<file path="config.mk">
export PLATFORM = sky130hd
export DESIGN_NAME = reg_file_cfg_flat
export DESIGN_NICKNAME = d
export VERILOG_FILES = /design/src/rtl/reg_file_cfg_if.sv /design/src/rtl/reg_file_cfg.sv /design/src/flat_wrapper.sv
export SDC_FILE = /design/constraint.sdc
export NUM_CORES = 1
export LEC_CHECK = 0
export BUFFER_PORTS_ARGS = -buffer_cell sky130_fd_sc_hd__buf_4
export CORE_MARGIN = 5
export CORE_UTILIZATION = 60
export DETAILED_ROUTE_END_ITERATION = 10
export PLACE_DENSITY_LB_ADDON = 0.2
export SLEW_MARGIN = 15
export SYNTH_ARGS = -nofsm -noshare
export SYNTH_HDL_FRONTEND = slang
export SYNTH_SLANG_ARGS = --single-unit
</file>
<file path="constraint.sdc">
create_clock -name CLK -period 2 [get_ports CLK]
set_input_delay 0.1 -clock CLK [delete_from_list [all_inputs] [get_ports CLK]]
set_output_delay 0.1 -clock CLK [all_outputs]
set_load 0.005 [all_outputs]
</file>
<file path="src/rtl/reg_file_cfg_if.sv">
// Controller-side bus of the configuration register file:
// request/response signals plus the exported configuration words.
interface reg_file_cfg_if #(
  parameter int ADDR_WIDTH = 4,
  parameter int DATA_WIDTH = 8,
  parameter int NUM_EXPORT = 4
);
  logic                             WrEn;
  logic                             RdEn;
  logic [ADDR_WIDTH-1:0]            Address;
  logic [DATA_WIDTH-1:0]            WrData;
  logic [DATA_WIDTH-1:0]            RdData;
  logic                             RdData_Valid;
  logic                             RdErr;
  logic                             WrErr;
  logic [NUM_EXPORT*DATA_WIDTH-1:0] Cfg_Out;
  logic [NUM_EXPORT-1:0]            Cfg_Updated;

  modport master (
    output WrEn, RdEn, Address, WrData,
    input  RdData, RdData_Valid, RdErr, WrErr,
    input  Cfg_Out, Cfg_Updated
  );

  modport slave (
    input  WrEn, RdEn, Address, WrData,
    output RdData, RdData_Valid, RdErr, WrErr,
    output Cfg_Out, Cfg_Updated
  );
endinterface

</file>
<file path="src/rtl/reg_file_cfg.sv">
// Parametrised configuration register file with write-through read,
// per-register write protection and change-notify on exported words.
module reg_file_cfg #(
  parameter int ADDR_WIDTH = 4,
  parameter int DATA_WIDTH = 8,
  parameter int DEPTH      = 16,
  parameter int NUM_EXPORT = 4,
  parameter logic [DEPTH*DATA_WIDTH-1:0] RST_VALS =
    (DEPTH*DATA_WIDTH)'(32'h2081_0000),
  parameter logic [DEPTH-1:0] RO_MASK = '0
) (
  input logic           CLK,
  input logic           RST,
  reg_file_cfg_if.slave bus
);

  localparam int NADDR = 2**ADDR_WIDTH;

  if (NUM_EXPORT > DEPTH) begin : g_bad_export
    $error("reg_file_cfg: NUM_EXPORT must not exceed DEPTH");
  end

  logic [DATA_WIDTH-1:0] mem [DEPTH];
  logic [NADDR-1:0]      ro_full;
  logic                  in_range;
  logic                  wr_ok;
  logic [DATA_WIDTH-1:0] rd_cur;

  assign ro_full  = NADDR'(RO_MASK);
  assign in_range = 32'(bus.Address) < DEPTH;
  assign wr_ok    = bus.WrEn && in_range && !ro_full[bus.Address];

  always_comb begin
    rd_cur = '0;
    for (int i = 0; i < DEPTH; i++) begin
      if (bus.Address == ADDR_WIDTH'(i)) rd_cur = mem[i];
    end
  end

  always_comb begin
    bus.Cfg_Out = '0;
    for (int i = 0; i < NUM_EXPORT; i++) begin
      bus.Cfg_Out[i*DATA_WIDTH +: DATA_WIDTH] = mem[i];
    end
  end

  always_ff @(posedge CLK or negedge RST) begin
    if (!RST) begin
      for (int i = 0; i < DEPTH; i++) begin
        mem[i] <= RST_VALS[i*DATA_WIDTH +: DATA_WIDTH];
      end
    end else if (wr_ok) begin
      for (int i = 0; i < DEPTH; i++) begin
        if (bus.Address == ADDR_WIDTH'(i)) mem[i] <= bus.WrData;
      end
    end
  end

  // Only a value change on an exported register raises a notify pulse.
  always_ff @(posedge CLK or negedge RST) begin
    if (!RST) begin
      bus.Cfg_Updated <= '0;
    end else begin
      for (int i = 0; i < NUM_EXPORT; i++) begin
        bus.Cfg_Updated[i] <= wr_ok
          && (bus.Address == ADDR_WIDTH'(i))
          && (bus.WrData != mem[i]);
      end
    end
  end

  always_ff @(posedge CLK or negedge RST) begin
    if (!RST) begin
      bus.RdData       <= '0;
      bus.RdData_Valid <= 1'b0;
      bus.RdErr        <= 1'b0;
      bus.WrErr        <= 1'b0;
    end else begin
      bus.WrErr <= bus.WrEn && !wr_ok;
      if (bus.RdEn) begin
        bus.RdData_Valid <= 1'b1;
        bus.RdErr        <= !in_range;
        if (wr_ok)         bus.RdData <= bus.WrData;
        else if (in_range) bus.RdData <= rd_cur;
        else               bus.RdData <= '0;
      end else begin
        bus.RdData_Valid <= 1'b0;
        bus.RdErr        <= 1'b0;
      end
    end
  end

endmodule

</file>
<file path="src/flat_wrapper.sv">
// flat-port wrapper written by rule: the top's interface ports become plain ports
module reg_file_cfg_flat 
#(
  parameter int ADDR_WIDTH = 4,
  parameter int DATA_WIDTH = 8,
  parameter int DEPTH      = 16,
  parameter int NUM_EXPORT = 4,
  parameter logic [DEPTH*DATA_WIDTH-1:0] RST_VALS =
    (DEPTH*DATA_WIDTH)'(32'h2081_0000),
  parameter logic [DEPTH-1:0] RO_MASK = '0
)
  (CLK, RST, bus_WrEn, bus_RdEn, bus_Address, bus_WrData, bus_RdData, bus_RdData_Valid, bus_RdErr, bus_WrErr, bus_Cfg_Out, bus_Cfg_Updated);
  reg_file_cfg_if #(.ADDR_WIDTH(ADDR_WIDTH), .DATA_WIDTH(DATA_WIDTH), .NUM_EXPORT(NUM_EXPORT)) bus_i ();
  input logic CLK;
  input logic RST;
  input wire logic [$bits(bus_i.WrEn)-1:0] bus_WrEn;
  input wire logic [$bits(bus_i.RdEn)-1:0] bus_RdEn;
  input wire logic [$bits(bus_i.Address)-1:0] bus_Address;
  input wire logic [$bits(bus_i.WrData)-1:0] bus_WrData;
  output wire logic [$bits(bus_i.RdData)-1:0] bus_RdData;
  output wire logic [$bits(bus_i.RdData_Valid)-1:0] bus_RdData_Valid;
  output wire logic [$bits(bus_i.RdErr)-1:0] bus_RdErr;
  output wire logic [$bits(bus_i.WrErr)-1:0] bus_WrErr;
  output wire logic [$bits(bus_i.Cfg_Out)-1:0] bus_Cfg_Out;
  output wire logic [$bits(bus_i.Cfg_Updated)-1:0] bus_Cfg_Updated;
  assign bus_i.WrEn = bus_WrEn;
  assign bus_i.RdEn = bus_RdEn;
  assign bus_i.Address = bus_Address;
  assign bus_i.WrData = bus_WrData;
  assign bus_RdData = bus_i.RdData;
  assign bus_RdData_Valid = bus_i.RdData_Valid;
  assign bus_RdErr = bus_i.RdErr;
  assign bus_WrErr = bus_i.WrErr;
  assign bus_Cfg_Out = bus_i.Cfg_Out;
  assign bus_Cfg_Updated = bus_i.Cfg_Updated;
  reg_file_cfg #(.ADDR_WIDTH(ADDR_WIDTH), .DATA_WIDTH(DATA_WIDTH), .DEPTH(DEPTH), .NUM_EXPORT(NUM_EXPORT), .RST_VALS(RST_VALS), .RO_MASK(RO_MASK)) u_core (.CLK(CLK), .RST(RST), .bus(bus_i));
endmodule
</file>
==> reports/metrics.yaml <==
clkTransAtPathRegs_ns: 0.06
layout.cells.non_filler: 865
p_per_area_mw_per_mm2: 1070
cts_tree: "done"
synth_async_sr_flop_share_pct: 100
finClkSkew_ns: 0.0104
antenna_cells: 0
die-area_mm2: 0.0150
num_io_pins: 63
crit_fanout: 4
via_count: 5572
hold_ws_ns: 0.0866
power_leakage_uw: 0.00372
status: "finished clean"
power_uw: 9120
grt-ovfl-total: 0
area_delta_synth_final_pct: 12.9
core_area_mm2: 0.0125
drt_wl_total_um: 20200
ant_nets: 0
grt_max_degree: 66
cts_buffers: 17
drive_above_1_share_pct: 39.5
rsz0062_at_grt: "false"
synth_edf_count: 0
gp_congestion: 0.905
wl_per_cell_um: 23.3
seqCellArea_mm2: 0.00353
dp.cells: 830
timing.slew.headroom_pct: 56.9
setup_tns_ns: 0
clockBufferDepth: 2
finalHoldViolations: 0
final_nets: 696
synth.cell_area_mm2: 0.00758
synth_seq_cells: 141
yosysUniqueCellTypes: 62
yosysWarnings: 0
die_h_um: 122
cts-root-buf: "clkbuf_16"
fin_crit_sh_pct: 81.3
place_area_mm2: 0.00792
antenna_found_initial: 0
cts.sinks: 141
drt_iter0_markers: 762
firstDrtPassIters: 6
internal_power_uw: 6550
final_common_cell: "dfrtp_1"
crit_type: "reg2reg"
gr-usage-all-layers_pct: 28.4
cp-start-kind: "flop"
slew_violations: 0
p_sw_share_pct: 28.2
start_util_pct: 60.6
viasPerCell: 6.44
synthCells: 655
htreeDepth: 4
dpl.hpwl_um: 13700
grt_pass1_wl_um: 32200
nFillCells: 946
grt_pass1_vias: 5579
io_buffer_count: 60
ir_drop_mv: 0.767
drc_errors: 0
seq_area_frac_synth_pct: 46.6
seq_power_share_pct: 44.2
tightest_slew_ns: 0.647
syn_avg_cell_area_um2: 11.6
synthFlopType: "dfrtp_1"
finalCriticalPeriod_ns: 1.63
worstPathArrival_ns: 1.92
layout_common_cells: "138 x dfrtp_1, 130 x mux2_2, 83 x buf_4, 43 x o21ai_0, 41 x a21oi_1"
min-delay-path-class: "in2reg"
switchingPower_uw: 2580
comb_power_share_pct: 20.0
setup_violations: 0
clkLatencyLatePin_ns: 0.42
fin_area_mm2: 0.00856
multiInputGateArea_mm2: 0.00348
fmax_mhz: 615
fp.dieW_um: 122
cp-end-kind: "flop"
required_ns: 2.29
rows: 41
clkPwrFrac_pct: 35.8
maxCapViolCount: 0
layer usage:
metal | up-vias | wire length [µm] | global-route usage (%)
li1 | 2392 | - | -
met1 | 2840 | 8770 | 40.8
met2 | 305 | 9490 | 43.2
met3 | 35 | 1620 | 7.24
met4 | 0 | 305 | 7.70
met5 | - | 0 | 0
cell usage after synthesis, types with 3 or more instances:
library cell | count | area [µm²]
o32ai_1 | 4 | 35.0
o211ai_1 | 6 | 45.0
o311ai_0 | 4 | 35.0
a211oi_1 | 7 | 52.6
o21a_1 | 5 | 37.5
inv_1 | 9 | 33.8
nand2_1 | 17 | 63.8
o22ai_1 | 4 | 25.0
nor2_2 | 7 | 43.8
buf_2 | 14 | 70.1
clkbuf_1 | 19 | 71.3
a22oi_1 | 12 | 90.1
buf_6 | 8 | 90.1
dfstp_2 | 3 | 78.8
buf_4 | 38 | 285
mux2i_1 | 9 | 90.1
a21oi_1 | 41 | 205
o21ai_0 | 43 | 215
dfrtp_1 | 138 | 3450
nor4_1 | 8 | 50.1
mux2_2 | 130 | 1460
nor2_1 | 8 | 30.0
o221ai_1 | 5 | 43.8
nor2b_1 | 8 | 50.1
nand3_2 | 4 | 40.0
o32a_1 | 4 | 40.0
buf_1 | 3 | 11.3
and2_1 | 3 | 18.8
nor2_4 | 6 | 67.6
a22o_1 | 4 | 35.0
o21ai_1 | 7 | 35.0
xor2_1 | 32 | 280
nand2b_1 | 7 | 43.8
and3b_1 | 4 | 35.0
sequential cells by signal, summed over array words and instances, names as in the netlist:
register / flops
u_core.mem: 96
u_core.bus.Cfg_Out: 32
u_core.bus.RdData: 8
u_core.bus.Cfg_Updated: 4
u_core.bus.RdData_Valid: 1
kinds of logic (layout without fill, tap and decap cells):
group / count (synthesis) / count (layout) / synth area share, %
AND/OR/NAND/NOR: 88 / 88 / 7.51
buffers and inverters: 92 / 129 / 7.60
other: 1 / 2 / 0.0494
multiplexers: 141 / 141 / 21.1
XOR/XNOR: 32 / 32 / 3.70
flip-flops: 141 / 141 / 46.6
AO/OA/AOI/OAI: 160 / 160 / 13.4
area by class of cell:
type,instances,share of cell area [%]
Sequential cell,141,41.2
Multi-Input combinational cell,423,40.6
Inverter,9,0.395
Timing Repair Buffer,88,7.99
Clock buffer,20,5.33
Clock inverter,12,1.88
Tap cell,172,2.51
final timing paths:
check	from	to	slack (ns)	depth (start not counted)
hold reg to reg	u_core.mem[54]	u_core.mem[54]	0.50	1
hold / removal	bus_WrData[6]	u_core.mem[46]	0.09	3
min in group asynchronous	RST	u_core.bus.Cfg_Out[0]	0.24	2
max in group asynchronous	RST	u_core.mem[34]	0.98	3
setup reg to reg	u_core.bus.Cfg_Out[7]	u_core.bus.RdData[7]	0.37	5
setup / recovery	u_core.bus.Cfg_Out[7]	u_core.bus.RdData[7]	0.37	5
worst max-delay path: stages (launching register included):
cell and delay [ns]:
dfrtp_1 0.43, nor2b_1 0.16, a211oi_1 0.26, o311ai_0 0.16, a222oi_1 0.39, o21ai_1 0.10
power by group through the flow:
stage	Clock [µW]	Combinational [µW]	Sequential [µW]
after detailed placement	0	1800	4050
after global routing	3460	1990	4090
after global placement	0	1740	4020
after CTS	3310	1820	4010
final	3270	1830	4030
after floorplan	0	1400	3840
stage by stage:
step	utilization, %	setup slack, ns
global route	68.4	0.254
finish	68.4	0.374
CTS	68.3	0.341
global placement	63.2	0.214
floorplan	-	0.604
detailed placement	63.2	0.175
what timing repair did:
item                      in CTS  in global routing
resized for setup              0                  0
hold buffers                   2                  1
setup buffers                  0                  0
hold endpoints to repair      60                  2
Power figures use the tool's default switching activity.
